File: src/rtl/if_id_buffer_if.sv
// Handshake bundle between the fetch unit, the IF/ID buffer and the decode stage.
// slave  : the buffer's view (takes fetch inputs, drives decode outputs)
// master : the surrounding environment's view
interface if_id_buffer_if #(
  parameter int WIDTH = 32
);
  logic             in_valid;
  logic             in_ready;
  logic [WIDTH-1:0] in_inst;
  logic [WIDTH-1:0] in_pc;
  logic             flush;
  logic             out_valid;
  logic             out_ready;
  logic [WIDTH-1:0] out_inst;
  logic [WIDTH-1:0] out_pc;
  logic [WIDTH-1:0] out_pc_4;
  logic [4:0]       out_rs;
  logic [4:0]       out_rt;
  logic [4:0]       out_rd;
  logic [15:0]      out_imm16;
  logic             out_branch;
  logic             out_jump;

  modport slave (
    input  in_valid, in_inst, in_pc, flush, out_ready,
    output in_ready, out_valid, out_inst, out_pc, out_pc_4,
           out_rs, out_rt, out_rd, out_imm16, out_branch, out_jump
  );

  modport master (
    output in_valid, in_inst, in_pc, flush, out_ready,
    input  in_ready, out_valid, out_inst, out_pc, out_pc_4,
           out_rs, out_rt, out_rd, out_imm16, out_branch, out_jump
  );
endinterface

File: src/rtl/if_id_buffer.sv
// IF/ID stage: 2-entry skid buffer between fetch and decode with pre-decoded
// branch/jump flags and a flush that empties the buffer.
// Optional macro IFID_PERF_EN adds perf_accept / perf_flushed counters.
//
// state | meaning
// EMPTY | no entry held, out_valid=0
// ONE   | head holds the oldest entry
// TWO   | head and skid both hold entries, in_ready=0
module if_id_buffer #(
  parameter int         WIDTH  = 32,
  parameter logic [5:0] BEQ_OP = 6'h04,
  parameter logic [5:0] J_OP   = 6'h02
) (
  input  logic              clk,
  input  logic              rst_n,
  if_id_buffer_if.slave     bus
`ifdef IFID_PERF_EN
  ,
  output logic [WIDTH-1:0]  perf_accept,
  output logic [WIDTH-1:0]  perf_flushed
`endif
);

  typedef enum logic [1:0] {
    EMPTY = 2'd0,
    ONE   = 2'd1,
    TWO   = 2'd2
  } state_t;

  state_t           state_q, state_d;
  logic [WIDTH-1:0] head_inst_q, head_inst_d;
  logic [WIDTH-1:0] head_pc_q, head_pc_d;
  logic [WIDTH-1:0] skid_inst_q, skid_inst_d;
  logic [WIDTH-1:0] skid_pc_q, skid_pc_d;
  logic             push;
  logic             pop;
  logic             in_ready;
  logic             out_valid;

  // Handshake qualifiers derived only from registered occupancy
  always_comb begin
    in_ready  = (state_q != TWO);
    out_valid = (state_q != EMPTY);
    push      = bus.in_valid & in_ready;
    pop       = out_valid & bus.out_ready;
  end

  // Next occupancy and storage; flush leaves payload untouched so outputs hold
  always_comb begin
    state_d     = state_q;
    head_inst_d = head_inst_q;
    head_pc_d   = head_pc_q;
    skid_inst_d = skid_inst_q;
    skid_pc_d   = skid_pc_q;
    if (bus.flush) begin
      state_d = EMPTY;
    end else begin
      case (state_q)
        EMPTY: begin
          if (push) begin
            state_d     = ONE;
            head_inst_d = bus.in_inst;
            head_pc_d   = bus.in_pc;
          end
        end
        ONE: begin
          if (push && !pop) begin
            state_d     = TWO;
            skid_inst_d = bus.in_inst;
            skid_pc_d   = bus.in_pc;
          end else if (pop && !push) begin
            state_d = EMPTY;
          end else if (push && pop) begin
            head_inst_d = bus.in_inst;
            head_pc_d   = bus.in_pc;
          end
        end
        TWO: begin
          if (pop) begin
            state_d     = ONE;
            head_inst_d = skid_inst_q;
            head_pc_d   = skid_pc_q;
          end
        end
        default: state_d = EMPTY;
      endcase
    end
  end

  // State and payload registers
  always_ff @(posedge clk or negedge rst_n) begin
    if (!rst_n) begin
      state_q     <= EMPTY;
      head_inst_q <= '0;
      head_pc_q   <= '0;
      skid_inst_q <= '0;
      skid_pc_q   <= '0;
    end else begin
      state_q     <= state_d;
      head_inst_q <= head_inst_d;
      head_pc_q   <= head_pc_d;
      skid_inst_q <= skid_inst_d;
      skid_pc_q   <= skid_pc_d;
    end
  end

  assign bus.in_ready   = in_ready;
  assign bus.out_valid  = out_valid;
  assign bus.out_inst   = head_inst_q;
  assign bus.out_pc     = head_pc_q;
  assign bus.out_pc_4   = head_pc_q + WIDTH'(4);
  assign bus.out_rs     = head_inst_q[25:21];
  assign bus.out_rt     = head_inst_q[20:16];
  assign bus.out_rd     = head_inst_q[15:11];
  assign bus.out_imm16  = head_inst_q[15:0];
  assign bus.out_branch = out_valid & (head_inst_q[31:26] == BEQ_OP);
  assign bus.out_jump   = out_valid & (head_inst_q[31:26] == J_OP);

`ifdef IFID_PERF_EN
  logic [WIDTH-1:0] perf_accept_q, perf_accept_d;
  logic [WIDTH-1:0] perf_flushed_q, perf_flushed_d;
  logic [1:0]       occupancy;

  // Count accepted pushes and entries thrown away by each flush
  always_comb begin
    occupancy      = state_q;
    perf_accept_d  = perf_accept_q;
    perf_flushed_d = perf_flushed_q;
    if (push && !bus.flush) begin
      perf_accept_d = perf_accept_q + WIDTH'(1);
    end
    if (bus.flush) begin
      perf_flushed_d = perf_flushed_q + WIDTH'(occupancy) + WIDTH'(push) - WIDTH'(pop);
    end
  end

  // Performance counter registers
  always_ff @(posedge clk or negedge rst_n) begin
    if (!rst_n) begin
      perf_accept_q  <= '0;
      perf_flushed_q <= '0;
    end else begin
      perf_accept_q  <= perf_accept_d;
      perf_flushed_q <= perf_flushed_d;
    end
  end

  assign perf_accept  = perf_accept_q;
  assign perf_flushed = perf_flushed_q;
`endif

endmodule

File: src/flat_wrapper.sv
// flat-port wrapper written by rule: the top's interface ports become plain ports
module if_id_buffer_flat 
#(
  parameter int         WIDTH  = 32,
  parameter logic [5:0] BEQ_OP = 6'h04,
  parameter logic [5:0] J_OP   = 6'h02
)
  (clk, rst_n, bus_in_valid, bus_in_inst, bus_in_pc, bus_flush, bus_out_ready, bus_in_ready, bus_out_valid, bus_out_inst, bus_out_pc, bus_out_pc_4, bus_out_rs, bus_out_rt, bus_out_rd, bus_out_imm16, bus_out_branch, bus_out_jump);
  if_id_buffer_if #(.WIDTH(WIDTH)) bus_i ();
  input  logic clk;
  input  logic rst_n;
  input wire logic [$bits(bus_i.in_valid)-1:0] bus_in_valid;
  input wire logic [$bits(bus_i.in_inst)-1:0] bus_in_inst;
  input wire logic [$bits(bus_i.in_pc)-1:0] bus_in_pc;
  input wire logic [$bits(bus_i.flush)-1:0] bus_flush;
  input wire logic [$bits(bus_i.out_ready)-1:0] bus_out_ready;
  output wire logic [$bits(bus_i.in_ready)-1:0] bus_in_ready;
  output wire logic [$bits(bus_i.out_valid)-1:0] bus_out_valid;
  output wire logic [$bits(bus_i.out_inst)-1:0] bus_out_inst;
  output wire logic [$bits(bus_i.out_pc)-1:0] bus_out_pc;
  output wire logic [$bits(bus_i.out_pc_4)-1:0] bus_out_pc_4;
  output wire logic [$bits(bus_i.out_rs)-1:0] bus_out_rs;
  output wire logic [$bits(bus_i.out_rt)-1:0] bus_out_rt;
  output wire logic [$bits(bus_i.out_rd)-1:0] bus_out_rd;
  output wire logic [$bits(bus_i.out_imm16)-1:0] bus_out_imm16;
  output wire logic [$bits(bus_i.out_branch)-1:0] bus_out_branch;
  output wire logic [$bits(bus_i.out_jump)-1:0] bus_out_jump;
  assign bus_i.in_valid = bus_in_valid;
  assign bus_i.in_inst = bus_in_inst;
  assign bus_i.in_pc = bus_in_pc;
  assign bus_i.flush = bus_flush;
  assign bus_i.out_ready = bus_out_ready;
  assign bus_in_ready = bus_i.in_ready;
  assign bus_out_valid = bus_i.out_valid;
  assign bus_out_inst = bus_i.out_inst;
  assign bus_out_pc = bus_i.out_pc;
  assign bus_out_pc_4 = bus_i.out_pc_4;
  assign bus_out_rs = bus_i.out_rs;
  assign bus_out_rt = bus_i.out_rt;
  assign bus_out_rd = bus_i.out_rd;
  assign bus_out_imm16 = bus_i.out_imm16;
  assign bus_out_branch = bus_i.out_branch;
  assign bus_out_jump = bus_i.out_jump;
  if_id_buffer #(.WIDTH(WIDTH), .BEQ_OP(BEQ_OP), .J_OP(J_OP)) u_core (.clk(clk), .rst_n(rst_n), .bus(bus_i));
endmodule
File: config.mk
export PLATFORM = sky130hd
export DESIGN_NAME = if_id_buffer_flat
export DESIGN_NICKNAME = d
export VERILOG_FILES = /design/src/rtl/if_id_buffer_if.sv /design/src/rtl/if_id_buffer.sv /design/src/flat_wrapper.sv
export SDC_FILE = /design/constraint.sdc
export NUM_CORES = 1
export LEC_CHECK = 0
export CAP_MARGIN = 20
export CORE_MARGIN = 5
export CORE_UTILIZATION = 48
export DETAILED_ROUTE_END_ITERATION = 8
export GPL_ROUTABILITY_DRIVEN = 0
export HOLD_SLACK_MARGIN = 0.08
export PLACE_DENSITY = 0.86
export SYNTH_ARGS = -nofsm -noshare
export SYNTH_HDL_FRONTEND = slang
export SYNTH_SLANG_ARGS = --single-unit
File: constraint.sdc
create_clock -name clk -period 2.05 [get_ports clk]
set_clock_uncertainty 0.15 [all_clocks]
set_input_delay 0.41 -clock clk [delete_from_list [all_inputs] [get_ports clk]]
set_output_delay 0.41 -clock clk [all_outputs]
set_load 0.02 [all_outputs]
Word level (Yosys, flattened, before mapping)
Index checks and enable logic that the tools add are counted.

Output and inout port bits: 131. Logic and storage cells: 53. Register bits: 130.

Bitwise gates (word level): 5. Reductions and logical operators: 11. Muxes and demuxes: 18. Eq/ne operators: 13. $add $sub $neg: 1.

Operators by type and width (number): 2-to-1 mux 32 bit (10); case mux 32 bit (3 select lines) (2); adder 32 x 3 -> 32 bit (second input constant) (1); 2-to-1 mux 2 bit (5); AND reduction 7 bit (1); == test 6 x 2 -> 1 bit (second input constant) (1); == test 6 x 3 -> 1 bit (second input constant) (1); inequality test 2 x 1 -> 1 bit (second input constant) (3); inequality test 2 bit (second input constant) (3); inequality test 3 x 2 -> 1 bit (second input constant) (2); case mux 2 bit (3 select lines) (1); AND reduction 3 bit (2); AND 1 bit (4); inequality test 4 x 2 -> 1 bit (second input constant) (1); logical AND 1 bit (3); nonzero test 3 bit (1); == test 2 x 1 -> 1 bit (second input constant) (1); == test 2 bit (second input constant) (1); logical NOT 1 bit (2); logical NOT 2 bit (1); nonzero test 2 bit (1); NOT 1 bit (1).

Depth between registers and ports, before layout
Word-level depth: 8. Gate-level depth with buffers: 6.

Worst setup path after synthesis
Ideal clock, no wire load.

Kind: reg2out. From: register u_core.head_pc_q[2], in the netlist u_core.bus.out_pc[2]. To: output port bus_out_pc_4[20]. Path buffers: 1. Required time: 1.490 ns. Slack: -0.335 ns. Stages on the path, launching flop included: 7. Data arrival time: 1.825 ns. Cells stage by stage: dfrtp_1 -> ha_1 -> and4_1 -> buf_2 -> nor4b_4 -> nand4_1 -> xnor2_1.

Longest elaborated chain between the ends: 1.

RTL lines: start: declaration (line if_id_buffer.sv:32) `logic [WIDTH-1:0] head_pc_q, head_pc_d;`; start signal: assignment (line if_id_buffer.sv:101) `head_pc_q <= head_pc_d;`; adder 32 x 3 -> 32 bit (line if_id_buffer.sv:111) `assign bus.out_pc_4 = head_pc_q + WIDTH'(4);`; end: declaration (line flat_wrapper.sv:21) `output wire logic [$bits(bus_i.out_pc_4)-1:0] bus_out_pc_4;`.

Every way passes these cells.

Final worst setup path
From: register u_core.head_pc_q[3], in the netlist u_core.bus.out_pc[3]. To: output port bus_out_pc_4[20].

The elaborated chain is that of the path after synthesis.

==> out/results.ini <==
[pwr]
p_leak_nw=4.700
combPwrFrac=0.358
p_per_area_nw_per_um2=972.3
totalPowerFinal_mw=9.910
switching_share=0.3165
clkPwrFrac=0.278
p_seq_frac=0.364
p_int_mw=6.774
vdd_drop_max_uv=604.5
p_switching_mw=3.136

[setup_path]
worst-path-max-fanout=3
critPathKind=register to output port
ff2ff_path_depth=8
cp_cell_sequence=ha_4 -> and4_4 -> nor4b_4 -> buf_4 -> nand4_1 -> xnor2_2 -> buf_4
arrival_ns=2.13
max_stage_delay_ns=0.40
worstPathBufferInverterCount=2
worstSetupStartpointType=register
crit_cells=7
cp-end-kind=output port
reg2reg_slack_ns=0.06
cp_slowest_cell=dfrtp_2
crit_top_cell=buf_4
r2r-start=u_core.state_q[1]
path_delay_family=simple AND/OR/NAND/NOR gates
r2r-end=u_core.bus.out_pc[20]
cp.required_ns=1.49

[cts]
path_clk_slew_ns=0.06
cts_tree=yes
clkSinkCount=130
cts_root_buf=clkbuf_16
clk-insertion-delay-late_ns=0.41
numCtsBuffers=17
clk_path_buf_depth=2
cts_max_level=4

[place]
dpl_worst_slack_ns=-0.7006
dp_hpwl_mm=12.36
io_buffers=199

[min_path]
hp-class=register to register
whs_endpoint=u_core.skid_pc_q[8]
holdPathStages=1
hold_path_startpoint=u_core.skid_pc_q[8]

[global_routing]
grt-busiest-layer=met2
grt_usage=0.2219
grt_pass1_vias=5501
overflow=0
gr-usage-met2=0.3869
grt_max_degree=41
grt_pass1_wl_mm=28.34
use_met3=0.06917
antenna_found_initial=1
met1_usage=0.2563

[route]
vias_per_cell=5.250
drtPass1Iterations=4
drt-total-wl_mm=18.44
drtIter0Drc=215
wl_per_cell_um=19.87
ant_nets=0
vias=4872
drc_errors=0

[timing]
worst_pin_slew_ns=0.5582
finalCriticalPeriod_ns=2.692
fin_tns_setup_ns=-10.28
finalSetupViolCount=29
fmax_ghz=0.3715
hold_viol=0
grt_setup_unrepaired=true
relSlewSlack=0.6279
whs_ns=0.3503
period_share=1.313
worst_slack_ns=-0.6415
report.final.slew_viol_count=0

[final_layout]
area_growth_pct=53.21
antennaDiodeCount=0
n_fill_cell=848
regArea_um2=3277
drive_above_1_share=0.4840
nets=805
multi_input_area_um2=3356

[floorplanning]
start_util=0.4849
pin_count=200
dieArea_um2=16310
die_h_um=127.7
row_count=43
die_x_um=127.7
coreArea_um2=13720

[synthesis]
syn_nets=552
async_reset_ff_frac=1.000
synth.area.top_cells=dfrtp_1 49%, mux2_2 19%, mux2_1 9.0%
ys_seq_area_frac=0.4890
synth.avg_cell_area_um2=13.80
yosysWarnings=0
yosysUniqueCellTypes=32
synth_commonest_cells=130 x dfrtp_1, 111 x mux2_2, 53 x mux2_1, 34 x buf_4, 20 x mux2_4
synthCells=482
synth_top_area_frac=0.4890
synthesis.area_um2=6653
synth_edf_count=0
yosys.area.top_type=dfrtp_1
postSynthRegisterBits=130
ys.flop_type=dfrtp_1
yosysMostFrequentCell=dfrtp_1

[job]
drv_cap=0

[run_status]
outcome=finished with violations
violations=setup timing

placed cells by master (no fill, tap or decap), types with 8 or more instances in the layout:
cell             netlist  layout
clkdlybuf4s50_1        0     120
mux2_2               111     111
dfrtp_1              130     111
buf_4                 34      99
mux2_1                53      53
dlygate4sd2_1          0      35
mux2_4                20      20
clkbuf_16              0      20
dfrtp_2                0      19
xnor2_2                0      15
dlymetal6s2s_1         0      11
buf_6                 13      10
buf_12                 0       9
mux2i_1                9       8
area by class of cell:
type                    count  share of cell area
clock buffers              28             0.05070
multi-input cells         291              0.3292
flip-flops and latches    130              0.3215
well taps                 180             0.02210
clock inverters             4            0.002210
inverters                   5            0.001841
repair buffers            290              0.2724
per-layer routing:
| layer | vias up | routed length [µm] | part of all wire |
|---|---|---|---|
| li1 | 2184 | - | - |
| met1 | 2437 | 7076 | 0.38 |
| met2 | 201 | 9500 | 0.52 |
| met3 | 48 | 1276 | 0.069 |
| met4 | 2 | 571 | 0.031 |
| met5 | - | 13 | 0.00071 |
kinds of logic (layout without fill, tap and decap cells):
logic type,count (synthesis),count (layout),share of synthesized area
flops,130,130,0.4890
compound gates,3,3,0.002634
xor+xnor,28,28,0.03686
fa+ha+maj,1,1,0.001880
simple gates,66,66,0.06338
buf+inv,61,327,0.06996
mux,193,193,0.3363
power groups by stage:
| stage | Clock (mW) | Sequential [mW] | Combinational [mW] |
|---|---|---|---|
| finish | 2.75 | 3.61 | 3.55 |
| global route | 2.92 | 3.69 | 3.76 |
| CTS | 2.79 | 3.59 | 3.44 |
| detailed placement | 0 | 3.62 | 3.52 |
| global placement | 0 | 3.56 | 3.43 |
| floorplan | 0 | 3.94 | 1.54 |
sequential cells by signal, indices dropped and copies added (netlist names):
signal,cells
u_core.state_q,2
u_core.skid_inst_q,32
u_core.bus.out_inst,32
u_core.bus.out_pc,32
u_core.skid_pc_q,32
worst max path at each step:
stage / end / startpoint / slack, ns
floorplan: bus_out_pc_4[20] / u_core.bus.out_pc[3] / -0.16
global placement: bus_out_pc_4[20] / u_core.bus.out_pc[2] / -0.61
detailed placement: bus_out_pc_4[20] / u_core.bus.out_pc[2] / -0.70
CTS: bus_out_pc_4[20] / u_core.bus.out_pc[3] / -0.56
global route: bus_out_pc_4[20] / u_core.bus.out_pc[3] / -0.75
finish: bus_out_pc_4[20] / u_core.bus.out_pc[3] / -0.64
repair_timing:
item / 4_1_cts / 5_1_grt
setup endpoints to repair: 66 / 70
buffers inserted: 11 / 7
hold buffers: 1 / 0
cloned: 0 / 4
pin swaps: 16 / 17
endpoints found under the hold margin: 32 / 0
resized for setup: 235 / 43
metrics by stage:
step,instances,util,cell area (µm²)
after global placement,875,0.6723,9224
after floorplan,482,-,6823
after detailed placement,875,0.6723,9224
after CTS,919,0.7216,9899
after global routing,928,0.7429,10190
final,928,0.7429,10190
No activity file was read; power rests on OpenSTA's default activity.
